### config.mk
export PLATFORM = sky130hd
export DESIGN_NAME = beta_mem_arbiter
export DESIGN_NICKNAME = d
export VERILOG_FILES = /design/src/rtl/beta_pkg.sv /design/src/rtl/beta_mem_arbiter.sv
export SDC_FILE = /design/constraint.sdc
export NUM_CORES = 1
export LEC_CHECK = 0
export CAP_MARGIN = 0
export CORE_AREA = 2 2 107 109
export CTS_CLUSTER_SIZE = 40
export DETAILED_ROUTE_END_ITERATION = 8
export DIE_AREA = 0 0 109 111
export GPL_TIMING_DRIVEN = 0
export PLACE_DENSITY = 0.78
export SLEW_MARGIN = 10
export SYNTH_ARGS = -nofsm -noshare
export SYNTH_HDL_FRONTEND = slang
export SYNTH_SLANG_ARGS = --single-unit
### constraint.sdc
create_clock -name clk_i -period 3.2 [get_ports clk_i]
set_input_delay 0.96 -clock clk_i [delete_from_list [all_inputs] [get_ports clk_i]]
set_output_delay 0.96 -clock clk_i [all_outputs]
set_load 0.005 [all_outputs]
### src/rtl/beta_pkg.sv
// Shared types and defaults for the Bourbon core memory-bus arbiter.
package beta_pkg;

  typedef enum logic [1:0] {
    ARB_IDLE,
    ARB_REQ,
    ARB_RESP
  } arb_state_e;

  typedef enum logic {
    OWN_IFS,
    OWN_EXES
  } arb_owner_e;

  localparam int ARB_STARVE_MAX_DEFAULT = 4;

endpackage

### src/rtl/beta_mem_arbiter.sv
// Shares one single-ported memory bus between fetch (ifs) and execute (exes),
// one outstanding transaction, exes priority with a fetch starvation guard.
module beta_mem_arbiter
  import beta_pkg::*;
#(
  parameter int DataWidth = 32,
  parameter int AddrWidth = 32,
  parameter int StarveMax = ARB_STARVE_MAX_DEFAULT
) (
  input  logic                   clk_i,
  input  logic                   rst_i,
  input  logic                   ifs_req_i,
  input  logic [AddrWidth-1:0]   ifs_addr_i,
  output logic                   ifs_gnt_o,
  output logic                   ifs_rvalid_o,
  output logic [DataWidth-1:0]   ifs_rdata_o,
  input  logic                   exes_req_i,
  input  logic                   exes_we_i,
  input  logic [DataWidth/8-1:0] exes_be_i,
  input  logic [AddrWidth-1:0]   exes_addr_i,
  input  logic [DataWidth-1:0]   exes_wdata_i,
  output logic                   exes_gnt_o,
  output logic                   exes_rvalid_o,
  output logic [DataWidth-1:0]   exes_rdata_o,
  output logic                   mem_req_o,
  output logic                   mem_we_o,
  output logic [DataWidth/8-1:0] mem_be_o,
  output logic [AddrWidth-1:0]   mem_addr_o,
  output logic [DataWidth-1:0]   mem_wdata_o,
  input  logic                   mem_gnt_i,
  input  logic                   mem_rvalid_i,
  input  logic [DataWidth-1:0]   mem_rdata_i,
  output logic                   arb_busy_o
);

  localparam int BeWidth  = DataWidth / 8;
  localparam int CntWidth = $clog2(StarveMax + 1);
  localparam logic [CntWidth-1:0] CntMax = CntWidth'(StarveMax);

  arb_state_e             state_q;
  arb_owner_e             owner_q;
  logic [CntWidth-1:0]    starve_q;
  logic                   we_q;
  logic [BeWidth-1:0]     be_q;
  logic [AddrWidth-1:0]   addr_q;
  logic [DataWidth-1:0]   wdata_q;

  logic arb_en;
  logic any_req;
  logic exes_win;
  logic ifs_win;

  // Handshake: a requester holds req (and its payload) until it sees gnt in the
  // same cycle; gnt is only issued in ARB_IDLE. The response arrives later as a
  // single-cycle rvalid to the owner, mirroring mem_rvalid_i in ARB_RESP.
  assign arb_en   = (state_q == ARB_IDLE) && !rst_i;
  assign any_req  = ifs_req_i || exes_req_i;
  assign exes_win = exes_req_i && ((starve_q < CntMax) || !ifs_req_i);
  assign ifs_win  = ifs_req_i && !exes_win;

  assign exes_gnt_o = arb_en && exes_win;
  assign ifs_gnt_o  = arb_en && ifs_win;

  assign ifs_rvalid_o  = (state_q == ARB_RESP) && (owner_q == OWN_IFS)  && mem_rvalid_i && !rst_i;
  assign exes_rvalid_o = (state_q == ARB_RESP) && (owner_q == OWN_EXES) && mem_rvalid_i && !rst_i;
  assign ifs_rdata_o   = mem_rdata_i;
  assign exes_rdata_o  = mem_rdata_i;

  assign mem_req_o   = (state_q == ARB_REQ);
  assign mem_we_o    = we_q;
  assign mem_be_o    = be_q;
  assign mem_addr_o  = addr_q;
  assign mem_wdata_o = wdata_q;
  assign arb_busy_o  = (state_q != ARB_IDLE);

  always_ff @(posedge clk_i) begin
    if (rst_i) begin
      state_q  <= ARB_IDLE;
      owner_q  <= OWN_IFS;
      starve_q <= '0;
      we_q     <= 1'b0;
      be_q     <= '0;
      addr_q   <= '0;
      wdata_q  <= '0;
    end else begin
      case (state_q)
        ARB_IDLE: begin
          if (any_req) begin
            state_q <= ARB_REQ;
            if (exes_win) begin
              owner_q <= OWN_EXES;
              we_q    <= exes_we_i;
              be_q    <= exes_be_i;
              addr_q  <= exes_addr_i;
              wdata_q <= exes_wdata_i;
            end else begin
              owner_q <= OWN_IFS;
              we_q    <= 1'b0;
              be_q    <= '1;
              addr_q  <= ifs_addr_i;
              wdata_q <= '0;
            end
            // Counts exes grants that bypassed a waiting fetch.
            if (!ifs_req_i || ifs_win) begin
              starve_q <= '0;
            end else if (starve_q != CntMax) begin
              starve_q <= starve_q + CntWidth'(1);
            end
          end
        end
        ARB_REQ: begin
          if (mem_gnt_i) state_q <= ARB_RESP;
        end
        ARB_RESP: begin
          if (mem_rvalid_i) state_q <= ARB_IDLE;
        end
        default: state_q <= ARB_IDLE;
      endcase
    end
  end

endmodule

=== Yosys cells after proc, flatten, opt, wreduce, memory -nomap -nowiden ===
Cells that the tools add are included.

* Add/sub/neg operators: 1
* Magnitude comparators: 1
* Eq/ne operators: 6
* Muxes and demuxes: 11
* Bitwise operators: 1
* Reductions and logical operators: 23

{| class="wikitable"
|+ Operators with widths
! cell !! count
|-
| $mux W32 || 2
|-
| $logic_and A1 B1 Y1 || 11
|-
| $mux W2 || 3
|-
| $mux W3 || 2
|-
| $pmux W2 S3 || 1
|-
| $reduce_and A3 Y1 || 2
|-
| $mux W4 || 1
|-
| $ne A2 B2 Y1 const B || 2
|-
| $reduce_bool A2 Y1 || 2
|-
| $add A3 B1 Y3 const B || 1
|-
| $logic_not A1 Y1 || 3
|-
| $logic_or A1 B1 Y1 || 3
|-
| $lt A3 B3 Y1 const B || 1
|-
| $ne A3 B3 Y1 const B || 1
|-
| $eq A2 B1 Y1 const B || 1
|-
| $eq A2 B2 Y1 const B || 1
|-
| $logic_not A2 Y1 || 1
|-
| $mux W1 || 2
|-
| $ne A2 B1 Y1 const B || 1
|-
| $reduce_and A2 Y1 || 1
|-
| $not A1 Y1 || 1
|}

* Flip-flop bits (word level): 75
* Bits of input ports: 139
* Output and inout bits: 139
* Word-level logic and storage cells: 50

=== Depth between registers and ports, before layout ===
Gate-level depths: netlist of the first run.

* Depth after elaboration: 8
* Gate-level depth with buffers: 6
* Gate-level depth less buffers: 4

=== Worst setup path after synthesis of the first run ===
Ideal clock, no wire load.

* Kind: input -> output
* Start point: in ifs_req_i
* End point: out exes_gnt_o
* Arrival: 1.780 ns
* Data required time: 2.240 ns
* Slack: 0.460 ns
* Cell stages on the path: 5
* Path buffers: 3
* Path through: buf_4 a21bo_2 buf_4 buf_2 nor3_1

* Longest elaborated chain between the ends: 4

{| class="wikitable"
|+ Ends and longest elaborated chain
! what !! line !! text
|-
| start, declared || beta_mem_arbiter.sv:12 || <nowiki>input logic ifs_req_i,</nowiki>
|-
| $logic_not A1 Y1 || beta_mem_arbiter.sv:58 || <nowiki>assign exes_win = exes_req_i && ((starve_q < CntMax) || !ifs_req_i);</nowiki>
|-
| $logic_or A1 B1 Y1 || beta_mem_arbiter.sv:58 ||
|-
| $logic_and A1 B1 Y1 || beta_mem_arbiter.sv:58 ||
|-
| $logic_and A1 B1 Y1 || beta_mem_arbiter.sv:61 || <nowiki>assign exes_gnt_o = arb_en && exes_win;</nowiki>
|-
| end, declared || beta_mem_arbiter.sv:22 || <nowiki>output logic exes_gnt_o,</nowiki>
|}

Every way passes these cells.

=== Worst setup path after layout of the first run ===
* Start point: reg state_q[1]
* End point: out arb_busy_o

* Longest elaborated chain between the ends: 1

{| class="wikitable"
|+ Ends and longest elaborated chain
! what !! line !! text
|-
| start, declared || beta_mem_arbiter.sv:40 || <nowiki>arb_state_e state_q;</nowiki>
|-
| start signal, assigned || beta_mem_arbiter.sv:78 || <nowiki>state_q <= ARB_IDLE;</nowiki>
|-
| start signal, assigned || beta_mem_arbiter.sv:89 || <nowiki>state_q <= ARB_REQ;</nowiki>
|-
| start signal, assigned || beta_mem_arbiter.sv:112 || <nowiki>if (mem_gnt_i) state_q <= ARB_RESP;</nowiki>
|-
| $reduce_bool A2 Y1 || beta_mem_arbiter.sv:74 || <nowiki>assign arb_busy_o = (state_q != ARB_IDLE);</nowiki>
|-
| end, declared || beta_mem_arbiter.sv:33 || <nowiki>output logic arb_busy_o</nowiki>
|}

Every way passes these cells.

==> results.yml, run 1 <==
cells_and_area:
  area.growth.synth_to_final_pct: 79.9
  n_fill_cell: 978
  seqCellArea_um2: 1500
  num-nets-final: 853
  drive_above_1_share_pct: 17.0
  multi_input_area_um2: 1520
  fin_area_um2: 6700
synth:
  avgSynthCellArea_um2: 8.21
  synth_most_common_cell: "dfxtp_1"
  synth_area_leaders: "dfxtp_1 40%, buf_4 14%, a21oi_1 9.4%, a311oi_1 7.5%, nand2_1 6.7%"
  syn_nets: 595
  synth_common_cells: "75 x dfxtp_1, 70 x a21oi_1, 69 x buf_4"
  ys.warnings.count: 0
  ys_seq_elements: 75
  synthCells: 454
  yosys.area.top_type_share_pct: 40.3
  synth_enable_flop_cells: 0
  async_flop_share_pct: 0
  synth.distinct_cells: 28
  ys.flop_type: "dfxtp_1"
  ys_seq_area_share_pct: 40.3
  synth_top_area_cell: "dfxtp_1"
  synth_area_um2: 3730
cts:
  h-tree-depth: 3
  insertion_delay_ps: 330
  clockRootBuffer: "clkbuf_16"
  cts_buffers: 9
  cts_tree: "built"
  clk_path_buf_depth: 2
  path_clk_slew_ps: 60
  cts_num_sinks: 75
  hold_buffers: 0
routing:
  drt-total-wl_um: 13600
  firstDrtPassIters: 5
  drc: 0
  vias_per_cell: 5.02
  antenna_left: 0
  drtIter0Drc: 185
  routedWlPerCell_um: 15.8
  vias: 4326
sta:
  clock_skew_ps: 8.57
  relSlewSlack_pct: 65.4
  tightest_slew_ps: 518
  finalSetupViolations: 0
  fin_hold_ws_ps: 471
  finalHoldViolCount: 0
  rsz0062_at_grt: "false"
  fmax_ghz: 0.332
  finalCriticalPeriod_ps: 3010
  post-route-period-util_pct: 94.0
  drv_slew: 0
worst_setup_path:
  critical_path_depth: 4
  reg2reg_slack_ps: 1600
  critPathMaxStageDelay_ps: 600
  crit_required_ps: 2240
  crit_type: "reg2out"
  reg2reg_to: "mem_addr_o[10]"
  critical-path-top-delay-family: "buffers and inverters"
  path_buf_inv: 3
  cp_slowest_cell: "clkdlybuf4s50_1"
  crit_path_max_fanout: 10
  cp-start-kind: "flip-flop"
  crit_start: "state_q[1]"
  rr_worst_depth: 5
  endpoint: "arb_busy_o"
  cp_cell_sequence: "nor2_4 -> inv_2 -> clkbuf_1 -> clkdlybuf4s50_1"
  end_kind: "output pin"
  crit-reg2reg-launch: "starve_q[2]"
  cp.arrival_ps: 2050
power:
  netSwitchingPower_mw: 0.756
  p_int_mw: 2.13
  leakage_nw: 2.61
  clock_power_share_pct: 35.7
  switching_share_pct: 26.2
  p_comb_share_pct: 27.3
  ir_worst_vdd_v: 0.000277
  pwr-share-seq_pct: 37.0
  p_per_area_nw_per_um2: 430
grt:
  grt_overflow: 0
  grtUsageMet3_pct: 7.58
  use_met1_pct: 24.1
  use_met2_pct: 39.0
  grt_max_degree: 16
  grt_pass1_vias: 4259
  grt_pass1_wl_um: 20900
  globalRoute.busiestLayer: "met2"
  antenna_found_initial: 1
  grt_usage_pct: 21.9
job:
  cap_violations: 0
placement:
  port_buffers: 244
  globalplace.congestion: 0.803
  dp_hpwl_um: 10600
  placed_area_um2: 6350
floorplan:
  die_h_um: 111
  fp.dieW_um: 109
  row_count: 39
  io_pins: 278
  dieArea_um2: 12100
  core_um2: 11100
  start_util_pct: 33.6
hold_path:
  hp-class: "reg2reg"
  min-delay-start: "mem_wdata_o[23]"
outcome:
  status: "finished clean"
==> how the worst min path moves through the flow <==
stage / endpoint / slack (ps) / depth (start not counted)
floorplan: owner_q / 460 / 2
global placement: mem_wdata_o[14] / 460 / 2
detailed placement: mem_wdata_o[23] / 470 / 2
CTS: mem_wdata_o[23] / 470 / 2
global route: mem_wdata_o[30] / 490 / 2
finish: mem_wdata_o[23] / 470 / 2
==> kinds of logic (layout without fill, tap and decap cells) <==
| logic type | Yosys count | after routing | share of synthesized area (%) |
|---|---|---|---|
| AO/OA/AOI/OAI | 146 | 146 | 24.1 |
| AND/OR/NAND/NOR | 118 | 118 | 15.5 |
| buffers and inverters | 113 | 376 | 19.4 |
| flip-flops | 75 | 75 | 40.3 |
| adder cells (fa/ha/maj) | 2 | 2 | 0.671 |
| other | 0 | 1 | 0 |
==> cell type report <==
class                           instances  area share, %
Clock buffer                           11           3.62
Timing Repair Buffer                  248           36.7
Antenna cell                            1         0.0373
Clock inverter                          5          0.915
Sequential cell                        75           22.4
Tap cell                              143           2.67
Buffer                                108           10.8
Inverter                                4          0.224
Multi-Input combinational cell        266           22.7
==> layout by cell type (no fill, tap or decap), types with 9 or more instances in the layout <==
master             n
nand4_1           36
buf_2             15
clkdlybuf4s50_1  238
clkbuf_16          9
a21oi_1           70
nand2_1           67
dfxtp_1           75
clkbuf_1          22
buf_4             72
o21ai_0           33
a311oi_1          32
==> registers in the layout, summed over array words and instances (netlist names) <==
register	count
mem_be_o	4
mem_wdata_o	32
state_q	2
mem_we_o	1
owner_q	1
starve_q	3
mem_addr_o	32
==> stage by stage <==
step	total power [mW]	TNS, ps	worst slack, ps	utilization, %	instances
after detailed placement	1.87	-1930	-908	57.3	841
after floorplan	1.40	0	460	-	454
after global routing	3.02	0	60.3	60.5	861
after CTS	2.89	0	54.8	60.1	856
after global placement	1.85	-1870	-882	57.3	841
final	2.88	0	192	60.5	861
==> what timing repair did <==
item,CTS,global route
setup buffers,0,4
gates resized for setup,20,3
hold endpoints to repair,0,0
pin swaps,0,1
endpoints found under the setup margin,4,2
==> worst min-delay path, cell delays in order (launching register included) <==
cell     delay [ps]
dfxtp_1         300
o21ai_0          60
a21oi_1          60
==> power by group through the flow <==
stage,Combinational (mW),Clock [mW],Sequential [mW]
after floorplan,0.310,0,1.09
after CTS,0.788,1.04,1.07
after global routing,0.852,1.09,1.08
after global placement,0.769,0,1.08
final,0.786,1.03,1.07
after detailed placement,0.784,0,1.09
==> routing by layer <==
metal,vias to the layer above,share of wire (%)
li1,2079,-
met3,8,11
met2,234,51
met5,-,0
met1,2005,37
met4,0,1.1
Power figures use the tool's default switching activity.
==> run 2, diff against run 1 <==
- SETUP_SLACK_MARGIN: default -> 0.3
- clock period: 3.2 -> 3.7 ns (I/O delays scaled with it)
==> results.yml, run 2 (synthesized netlist as in run 1, its figures left out) <==
cells_and_area:
  layout_common_cells: "238 x clkdlybuf4s50_1, 75 x dfxtp_1, 70 x buf_4, 70 x a21oi_1, 67 x nand2_1"
  area.growth.synth_to_final_pct: 79.7
  final_util_pct: 60.4
  drive_above_1_share_pct: 16.8
  num-nets-final: 851
  n_fill_cell: 977
  final_common_cell: "clkdlybuf4s50_1"
floorplan:
  fp.dieW_um: 109
  io_pins: 278
  die_h_um: 111
  start_util_pct: 33.6
  dieArea_um2: 12100
  row_count: 39
  core_um2: 11100
sta:
  post-route-period-util_pct: 89.3
  fmax_ghz: 0.303
  fin_setup_tns_ps: 0
  rsz0062_at_grt: "false"
  clock_skew_ps: 9.48
  finalSetupViolations: 0
  relSlewSlack_pct: 62.5
  tightest_slew_ps: 562
  finalHoldViolCount: 0
  drv_slew: 0
  finalCriticalPeriod_ps: 3300
cts:
  h-tree-depth: 3
  clk_path_buf_depth: 2
  clockRootBuffer: "clkbuf_16"
  cts_buffers: 9
  cts_tree: "built"
  cts_num_sinks: 75
  insertion_delay_ps: 330
  hold_buffers: 0
  path_clk_slew_ps: 50
routing:
  firstDrtPassIters: 5
  antenna_left: 0
  routedWlPerCell_um: 15.8
  vias: 4300
  drt-total-wl_um: 13600
  drtIter0Drc: 223
  drc: 0
  vias_per_cell: 5.01
power:
  power_mw: 2.49
  pwr-share-seq_pct: 37.0
  leakage_nw: 2.60
  clock_power_share_pct: 35.7
  switching_share_pct: 26.3
  netSwitchingPower_mw: 0.656
  p_int_mw: 1.84
  ir_worst_vdd_v: 0.000239
  p_per_area_nw_per_um2: 372
  p_comb_share_pct: 27.3
worst_setup_path:
  crit_type: "in2out"
  crit_required_ps: 2590
  critPathMaxStageDelay_ps: 490
  end_kind: "output pin"
  cp_slowest_cell: "clkdlybuf4s50_1"
  cp-start-kind: "input port"
  cp_cell_sequence: "clkdlybuf4s50_1 -> nor3b_2 -> and3_1 -> dlygate4sd2_1"
  cp.arrival_ps: 2190
  crit_path_max_fanout: 2
  rr_worst_depth: 4
placement:
  globalplace.congestion: 0.803
  dp_hpwl_um: 10600
  port_buffers: 244
grt:
  grt_overflow: 0
  grt_usage_pct: 21.9
  grt_max_degree: 14
  grt_pass1_wl_um: 21000
  antenna_found_initial: 1
  grt_pass1_vias: 4248
outcome:
  status: "finished clean"
hold_path:
  min_path_cells: 2
  hp-class: "reg2reg"
job:
  cap_violations: 0
run 2: worst max-delay path, delay by kind of cell:
kind          cells  cell delay, ps
buf+inv           2             740
simple gates      2             350
run 2: metrics by stage:
stage | cells | instance area [um^2] | hold WS [ps] | setup slack, ps
5_1_grt | 859 | 6700 | 492 | 311
3_3_place_gp | 841 | 6350 | 458 | -682
3_5_place_dp | 841 | 6350 | 467 | -708
2_1_floorplan | 454 | 3730 | 463 | 660
4_1_cts | 858 | 6680 | 474 | 159
6_report | 859 | 6700 | 471 | 396
run 2: timing repair:
action | in CTS | in global routing
gates resized for setup | 23 | 2
endpoints found under the setup margin | 4 | 2
buffers inserted | 1 | 0
run 2: power by group through the flow:
stage | Combinational (mW) | Clock (mW) | Sequential, mW
floorplan | 0.268 | 0 | 0.940
global placement | 0.665 | 0 | 0.937
detailed placement | 0.678 | 0 | 0.939
CTS | 0.684 | 0.898 | 0.923
global route | 0.736 | 0.943 | 0.932
finish | 0.679 | 0.890 | 0.923
run 2: layout make-up:
| type | instances | area [um^2] | area share (%) |
|---|---|---|---|
| timing repair buffer | 245 | 2440 | 36.4 |
| multi-input combinational | 266 | 1530 | 22.8 |
| sequential | 75 | 1500 | 22.4 |
| clock buffer | 11 | 243 | 3.63 |
| clock inverter | 5 | 61.3 | 0.916 |
| buffer | 109 | 728 | 10.9 |
| inverter | 4 | 15.0 | 0.224 |
| tap | 143 | 179 | 2.67 |
| antenna | 1 | 2.50 | 0.0374 |
run 2: per-layer routing:
layer | vias up | track usage [%] | share of wire, %
met4 | 0 | 6.24 | 1.3
met5 | - | 0 | 0
met2 | 229 | 39.0 | 50
met1 | 1980 | 24.3 | 38
met3 | 14 | 7.58 | 11
li1 | 2077 | - | -
run 2: worst paths after layout:
path                   start               to  slack (ps)
max             mem_rvalid_i    exes_rvalid_o         400
min          mem_wdata_o[30]  mem_wdata_o[30]         470
max reg2reg       state_q[1]   mem_addr_o[10]        2130
min reg2reg  mem_wdata_o[30]  mem_wdata_o[30]         470
==> run 3, diff against run 2 <==
- HOLD_SLACK_MARGIN: default -> 0.03
==> results of run 3 <==
No change in the layout: final DEF, timing and power equal those of run 2.
